File: config.mk
export PLATFORM = sky130hd
export DESIGN_NAME = rf_writeback_arbiter
export DESIGN_NICKNAME = d
export VERILOG_FILES = /design/src/rtl/rf_writeback_arbiter.sv
export SDC_FILE = /design/constraint.sdc
export NUM_CORES = 1
export LEC_CHECK = 0
export ABC_AREA = 1
export CAP_MARGIN = 0
export CORE_ASPECT_RATIO = 1.4
export CORE_MARGIN = 4
export CORE_UTILIZATION = 47
export CTS_BUF_LIST = sky130_fd_sc_hd__clkbuf_2 sky130_fd_sc_hd__clkbuf_4 sky130_fd_sc_hd__clkbuf_8
export DETAILED_ROUTE_END_ITERATION = 10
export DONT_BUFFER_PORTS = 1
export GPL_ROUTABILITY_DRIVEN = 0
export PLACE_DENSITY = 0.73
export SLEW_MARGIN = 5
export SYNTH_ARGS = -nofsm -noshare
export SYNTH_HDL_FRONTEND = slang
export SYNTH_SLANG_ARGS = --single-unit
export TNS_END_PERCENT = 100
File: constraint.sdc
create_clock -name clk -period 3.1 [get_ports clk]
set_input_delay 0.62 -clock clk [delete_from_list [all_inputs] [get_ports clk]]
set_output_delay 0.62 -clock clk [all_outputs]
set_load 0.005 [all_outputs]
File: src/rtl/rf_writeback_arbiter.sv
// Register-file write port arbiter: in-order writeback (port A) versus a FIFO of
// long-latency results (port B), with a pending-write scoreboard query for decode.
module rf_writeback_arbiter #(
    parameter int unsigned DEPTH      = 4,
    parameter int unsigned STARVE_MAX = 3
) (
    input  logic        clk,
    input  logic        rst,
    input  logic        a_valid,
    input  logic [4:0]  a_rd,
    input  logic [31:0] a_wd,
    output logic        a_stall,
    input  logic        b_valid,
    output logic        b_ready,
    input  logic [4:0]  b_rd,
    input  logic [31:0] b_wd,
    input  logic [4:0]  q_rs1,
    input  logic [4:0]  q_rs2,
    output logic        busy,
    output logic        rf_we,
    output logic [4:0]  rf_rd,
    output logic [31:0] rf_wd
);

    localparam int unsigned PW = (DEPTH > 1) ? $clog2(DEPTH) : 1;
    localparam int unsigned CW = PW + 1;
    localparam int unsigned SW = (STARVE_MAX > 0) ? $clog2(STARVE_MAX + 1) : 1;

    logic [4:0]    fifo_rd_q [DEPTH];
    logic [31:0]   fifo_wd_q [DEPTH];
    logic [PW-1:0] wr_ptr_q, wr_ptr_d, rd_ptr_q, rd_ptr_d;
    logic [CW-1:0] count_q, count_d;
    logic [SW-1:0] starve_q, starve_d;
    logic          rf_we_q, rf_we_d;
    logic [4:0]    rf_rd_q, rf_rd_d;
    logic [31:0]   rf_wd_q, rf_wd_d;

    logic fifo_ne, force_b, a_win, pop, push;

    function automatic logic rd_match(input logic [4:0] r, input logic [4:0] s1,
                                      input logic [4:0] s2);
        return (r != 5'd0) && ((r == s1) || (r == s2));
    endfunction

    always_comb begin
        fifo_ne = (count_q != '0);
        force_b = fifo_ne && (starve_q == SW'(STARVE_MAX));
        a_win   = !force_b && a_valid && (a_rd != 5'd0);
        // The FIFO head goes out whenever A does not take the port.
        pop     = fifo_ne && !a_win;
        b_ready = (count_q != CW'(DEPTH));
        push    = b_valid && b_ready && (b_rd != 5'd0);
        a_stall = force_b && a_valid;
    end

    always_comb begin
        busy = 1'b0;
        for (int unsigned k = 0; k < DEPTH; k++) begin
            if ((CW'(k) < count_q) && rd_match(fifo_rd_q[rd_ptr_q + PW'(k)], q_rs1, q_rs2)) begin
                busy = 1'b1;
            end
        end
        // The write in the output register has not reached the register file yet.
        if (rf_we_q && rd_match(rf_rd_q, q_rs1, q_rs2)) begin
            busy = 1'b1;
        end
    end

    always_comb begin
        rf_we_d  = 1'b0;
        rf_rd_d  = rf_rd_q;
        rf_wd_d  = rf_wd_q;
        wr_ptr_d = wr_ptr_q;
        rd_ptr_d = rd_ptr_q;
        count_d  = count_q;
        starve_d = starve_q;

        if (a_win) begin
            rf_we_d = 1'b1;
            rf_rd_d = a_rd;
            rf_wd_d = a_wd;
        end else if (pop) begin
            rf_we_d = 1'b1;
            rf_rd_d = fifo_rd_q[rd_ptr_q];
            rf_wd_d = fifo_wd_q[rd_ptr_q];
        end

        if (pop || !fifo_ne) begin
            starve_d = '0;
        end else if (starve_q != SW'(STARVE_MAX)) begin
            starve_d = starve_q + 1'b1;
        end

        if (push) wr_ptr_d = wr_ptr_q + 1'b1;
        if (pop)  rd_ptr_d = rd_ptr_q + 1'b1;
        case ({push, pop})
            2'b10:   count_d = count_q + 1'b1;
            2'b01:   count_d = count_q - 1'b1;
            default: count_d = count_q;
        endcase
    end

    always_ff @(posedge clk or posedge rst) begin
        if (rst) begin
            wr_ptr_q <= '0;
            rd_ptr_q <= '0;
            count_q  <= '0;
            starve_q <= '0;
            rf_we_q  <= 1'b0;
            rf_rd_q  <= 5'd0;
            rf_wd_q  <= 32'd0;
        end else begin
            wr_ptr_q <= wr_ptr_d;
            rd_ptr_q <= rd_ptr_d;
            count_q  <= count_d;
            starve_q <= starve_d;
            rf_we_q  <= rf_we_d;
            rf_rd_q  <= rf_rd_d;
            rf_wd_q  <= rf_wd_d;
        end
    end

    // Storage needs no reset: entries are only observed below count.
    always_ff @(posedge clk) begin
        if (push) begin
            fifo_rd_q[wr_ptr_q] <= b_rd;
            fifo_wd_q[wr_ptr_q] <= b_wd;
        end
    end

    assign rf_we = rf_we_q;
    assign rf_rd = rf_rd_q;
    assign rf_wd = rf_wd_q;

endmodule
# Word level (Yosys, flattened, before mapping)
# Memories as Yosys holds them, arrays and structs flattened.
# Cells that the tools add are included.
# word_totals
regBits	47
ram_bits	148
input_bits	88
output_inout_bits	41
word_cells	88
n_memories	2
# classes
addsub	7
n_lt_le_gt_ge	4
n_eq_ne	15
n_mux	16
n_reduce_logical	37
# memory_table
memory	words	width	read_ports	rd_clocked_by_memory_dff	write_ports	line_no	text
fifo_wd_q	4	32	1	0	1	30	logic [31:0] fifo_wd_q [DEPTH];
fifo_rd_q	4	5	4	0	1	29	logic [4:0] fifo_rd_q [DEPTH];
# ops
op	count
2-to-1 mux 32 bit	2
equality test 5 bit	10
nonzero test 5 bit	7
logical AND 1 bit	17
2-to-1 mux 5 bit	2
2-to-1 mux 1 bit	9
adder 2 x 1 -> 2 bit, second input constant	3
logical OR 1 bit	6
less-than comparator 1 x 3 -> 1 bit, first input constant	2
less-than comparator 2 x 3 -> 1 bit, first input constant	2
case mux 3 bit (2 select lines)	1
nonzero test 2 bit	3
adder 2 bit, second input constant	2
equality test 2 bit, second input constant	2
2-to-1 mux 2 bit	2
adder 3 x 1 -> 3 bit, second input constant	1
zero test 1 bit	3
inequality test 3 bit, second input constant	1
nonzero test 3 bit	1
subtractor 3 x 1 -> 3 bit, second input constant	1
equality test 2 x 1 -> 1 bit, second input constant	1
inequality test 2 bit, second input constant	1

# Logic depth before layout (Yosys ltp)
# An unclocked memory read counts as a cell.
# depth
ltp_word	10
mapped_depth	16
ltp_nobuf	15

# Worst setup path after synthesis
# OpenSTA, ideal clock, no wires.
# synth_path
path_type	register -> register
from	register count_q[0]
to	memory fifo_rd_q[0][0] (enable)
setup_time_ns	0.431
t_arrival_ns	2.555
required_time_ns	2.669
slack_ns	0.114
path_stages_with_launch	6
path_buffers	0
period_less_slack_ns	2.986
path_cell_list	dfrtp_1 > inv_1 > ha_1 > nand2_1 > o311ai_4 > nor2_1
# synth_via
elab_chain_len	5
# synth_rtl
element	line_no	text
from (decl)	32	logic [CW-1:0] count_q, count_d;
from (signal assigned)	115	count_q <= count_d;
inequality test 3 bit	51	b_ready = (count_q != CW'(DEPTH));
via b_ready	14	output logic b_ready,
logical AND 1 bit (2 in series)	52	push = b_valid && b_ready && (b_rd != 5'd0);
2-to-1 mux 1 bit	125	if (push) begin
2-to-1 mux 1 bit (implied by the code)	126	fifo_rd_q[wr_ptr_q] <= b_rd;
to (decl)	29	
# The timed path passes the listed nets, and every way through them passes these cells.

# Worst setup path after layout
# layout_path
from	register rd_ptr_q[0]
to	output busy
# layout_via
elab_chain_len	10
elab_cells_between_ends	33
classes_between	add/sub: 3; eq/ne: 8; mux: 5; reduce/logical: 16; memory: 1
# layout_rtl
element	line_no	text
from (decl)	31	logic [PW-1:0] wr_ptr_q, wr_ptr_d, rd_ptr_q, rd_ptr_d;
from (signal assigned)	114	rd_ptr_q <= rd_ptr_d;
adder 2 x 1 -> 2 bit / memory read (4 x 5 bit) (equally long branches)	n/a	
memory read (4 x 5 bit) *	n/a	
equality test 5 bit / logical OR 1 bit (equally long branches)	42	return (r != 5'd0) && ((r == s1) || (r == s2));
logical OR 1 bit / logical AND 1 bit (equally long branches)	42	
logical AND 1 bit (on tied branches)	42, 59	
logical AND 1 bit / 2-to-1 mux 1 bit (equally long branches)	59	if ((CW'(k) < count_q) && rd_match(fifo_rd_q[rd_ptr_q + PW'(k)], q_rs1, q_rs2)) begin
2-to-1 mux 1 bit (2 in series)	59	
2-to-1 mux 1 bit *	59	
2-to-1 mux 1 bit *	64	if (rf_we_q && rd_match(rf_rd_q, q_rs1, q_rs2)) begin
to (decl)	19	output logic busy,
# Mark *: on every way between the ends. The rest lies on a longest branch, timed or not.

==> out/summary.txt <==
family with the most delay on the worst path: simple AND/OR/NAND/NOR gates
Critical Path End Type: output pin
gr ovfl total: 0
register area share after synthesis: 63.2%
syn nets: 938
# diodes: 0
average routed wire per standard cell: 19.1 µm
Synth area leaders: edfxtp_1, dfrtp_1, nand2_1
Hold Vio Cnt, Final: 0
asr flop ratio synth: 24.1%
Routed Antenna Nets: 0
WHS: 0.193 ns
f_max: 342 MHz
max-cap violation count: 0
yosys warns: 0
largest net degree at the start of global routing: 41
number of port buffers: 0
Sink Count: 195
fin crit period: 2.92 ns
vias in the first global route: 6220
skew final: 0.0210 ns
Detailed Place HPWL: 14200 µm
Total GRT Usage: 20.1%
# DRC: 0
design area: 9680 µm²
Max Root-Sink Buffers: 2
die height: 171 µm
Worst path max stage delay: 0.42 ns
CP max stage cell: dfrtp_2
CP arrival: 2.30 ns
cell mode on critical path: nand2_1
top cell type by total area after synthesis: edfxtp_1
top_reg_cell synth: edfxtp_1
leakage: 3.86 nW
Max VDD drop: 0.642 mV
Die Wd: 124 µm
Worst R2R Start: count_q[0]
fin worst setup slack: 0.178 ns
placed cell areas: 9190 µm²
DP Worst Slack: 0.422 ns
share of layout cells above drive strength 1: 8.53%
Core Util, Final: 52.0%
Detailed Routing Iterations Pass 1: 5
max-slew violation count: 0
DR vias: 6167
critical path, cell by cell: buf_8 > nand2_1 > nand2_4 > nand2_1 > nand2_1 > nand2_1 > nand2_1 > nand2_1 > nor2_1 > nand2_1 > a21oi_1 > nor2_1 > nand2_1
Post-synth EDFFs: 148
core area: 18600 µm²
Synth Cell Area: 8900 µm²
first-pass GRT wire length: 33000 µm
CP Class: reg2out
TritonCTS clock tree: built
most frequent cells after synthesis: nand2_1, edfxtp_1, inv_1
Final Net Count: 941
initial antenna violation count: 0
later-pin clock latency in the skew report: 0.47 ns
post-synth cell types: 33
Vias/cell: 5.61
H-Tree Depth: 4
count of final setup violators: 0
final WL: 21000 µm
CP required: 2.48 ns
Avg Inst Size Synth: 10.6 µm²
initial core utilization: 47.8%
area delta synth->final: 8.73%
die area: 21200 µm²
Final Cycle Share: 94.2%
worst reg2reg path endpoint: rf_wd[19]
status: complete, no violations
worst-path maximum fanout: 28
top-area cell type share of the netlist area: 49.9%
Power Density: 959 nW/µm²
worst-margin pin slew: 0.875 ns
crit path launch type: register
I/O pins: 129
Slew headroom: 41.6%
Synth Instances: 840
Synth Register Bits: 195
starting DRC count in detailed routing: 682
flop2flop setup slack: 0.73 ns
Site Rows: 59
# hold bufs at CTS: 0
Buf/Inv on CP: 1
most frequent cell after synthesis: nand2_1
clock-pin slew on the worst setup and hold paths: 0.11 ns
clock buffer count from CTS: 17
root buf cell: clkbuf_8
Hold WC Path Type: in2async
FF-to-FF path depth: 11
-- layout make-up --
| type | count | area [µm²] |
|---|---|---|
| Clock buffer | 18 | 248 |
| Clock inverter | 14 | 188 |
| Fill cell | 1669 | 8930 |
| Inverter | 81 | 312 |
| Multi-Input combinational cell | 531 | 2850 |
| Sequential cell | 195 | 5620 |
| Tap cell | 244 | 305 |
| Timing Repair Buffer | 17 | 148 |
-- where the power goes --
group / leakage [nW] / switching [mW] / internal [mW]
Combinational: 1.73 / 2.43 / 1.17
Clock: 0.213 / 0.956 / 0.780
Sequential: 1.92 / 0.415 / 3.53
-- metal layers --
layer	track usage, %	vias up	wire, µm	part of all wire, %
li1	-	2949	-	-
met5	0	-	0	0
met1	22.6	2961	7810	37
met2	35.5	215	10900	52
met3	5.87	42	1620	7.7
met4	8.68	0	651	3.1
-- logic make-up after synthesis --
family	share of synthesized area (%)
xor+xnor	1.57
fa+ha+maj	1.41
buf+inv	5.31
simple gates	17.7
compound gates	10.9
flops	63.2
-- repair_timing --
item,in CTS,in global routing
gates resized for setup,3,10
buffers inserted,0,2
setup endpoints to repair,1,1
pin swaps,0,0
-- worst reg2reg max path, stage by stage (launching register included) --
cell and delay [ns]:
dfrtp_1 0.45, inv_1 0.12, ha_1 0.17, inv_1 0.05, nor2_2 0.18, inv_2 0.09
a21oi_2 0.18, nand2_2 0.12, inv_2 0.51, buf_4 0.28, nand2_1 0.06, o211ai_1 0.08
-- how the worst max path moves through the flow --
stage,startpoint,end,slack [ns],cells past startpoint
floorplan,count_q[0],fifo_rd_q[0][0],0.11,5
global placement,rd_ptr_q[1],busy,0.44,13
detailed placement,rd_ptr_q[1],busy,0.42,13
CTS,rd_ptr_q[1],busy,0.07,13
global route,rd_ptr_q[0],busy,-0.02,13
finish,rd_ptr_q[0],busy,0.18,13
-- stage by stage --
stage,power [mW],cells,setup TNS (ns)
finish,9.28,1100,0
global placement,7.45,1066,0
CTS,9.27,1098,0
floorplan,6.55,840,0
global route,9.97,1100,-0.0177
detailed placement,7.53,1066,0
-- placed cells by master (no fill, tap or decap), drive strengths merged, types with 2 or more instances in the layout --
| cell | netlist | final |
|---|---|---|
| o221ai | 3 | 3 |
| nand3 | 69 | 69 |
| clkinv | 0 | 4 |
| xor2 | 13 | 13 |
| edfxtp | 148 | 148 |
| nor2 | 32 | 32 |
| o22ai | 3 | 3 |
| o2bb2ai | 32 | 32 |
| bufinv | 0 | 2 |
| o211ai | 34 | 34 |
| xnor2 | 3 | 3 |
| o21ai | 5 | 5 |
| dfrtp | 47 | 47 |
| buf | 20 | 17 |
| clkbuf | 13 | 18 |
| nand2 | 273 | 273 |
| a221oi | 32 | 32 |
| a21oi | 10 | 10 |
| clkinvlp | 0 | 2 |
| ha | 10 | 10 |
| nor3 | 6 | 6 |
| inv | 81 | 87 |
-- state kept, by name, summed over array words and instances (netlist names) --
| register | flops |
|---|---|
| count_q | 3 |
| fifo_rd_q | 20 |
| fifo_wd_q | 128 |
| rd_ptr_q | 2 |
| rf_rd | 5 |
| rf_wd | 32 |
| rf_we | 1 |
| starve_q | 2 |
| wr_ptr_q | 2 |
No activity file was read; power rests on OpenSTA's default activity.
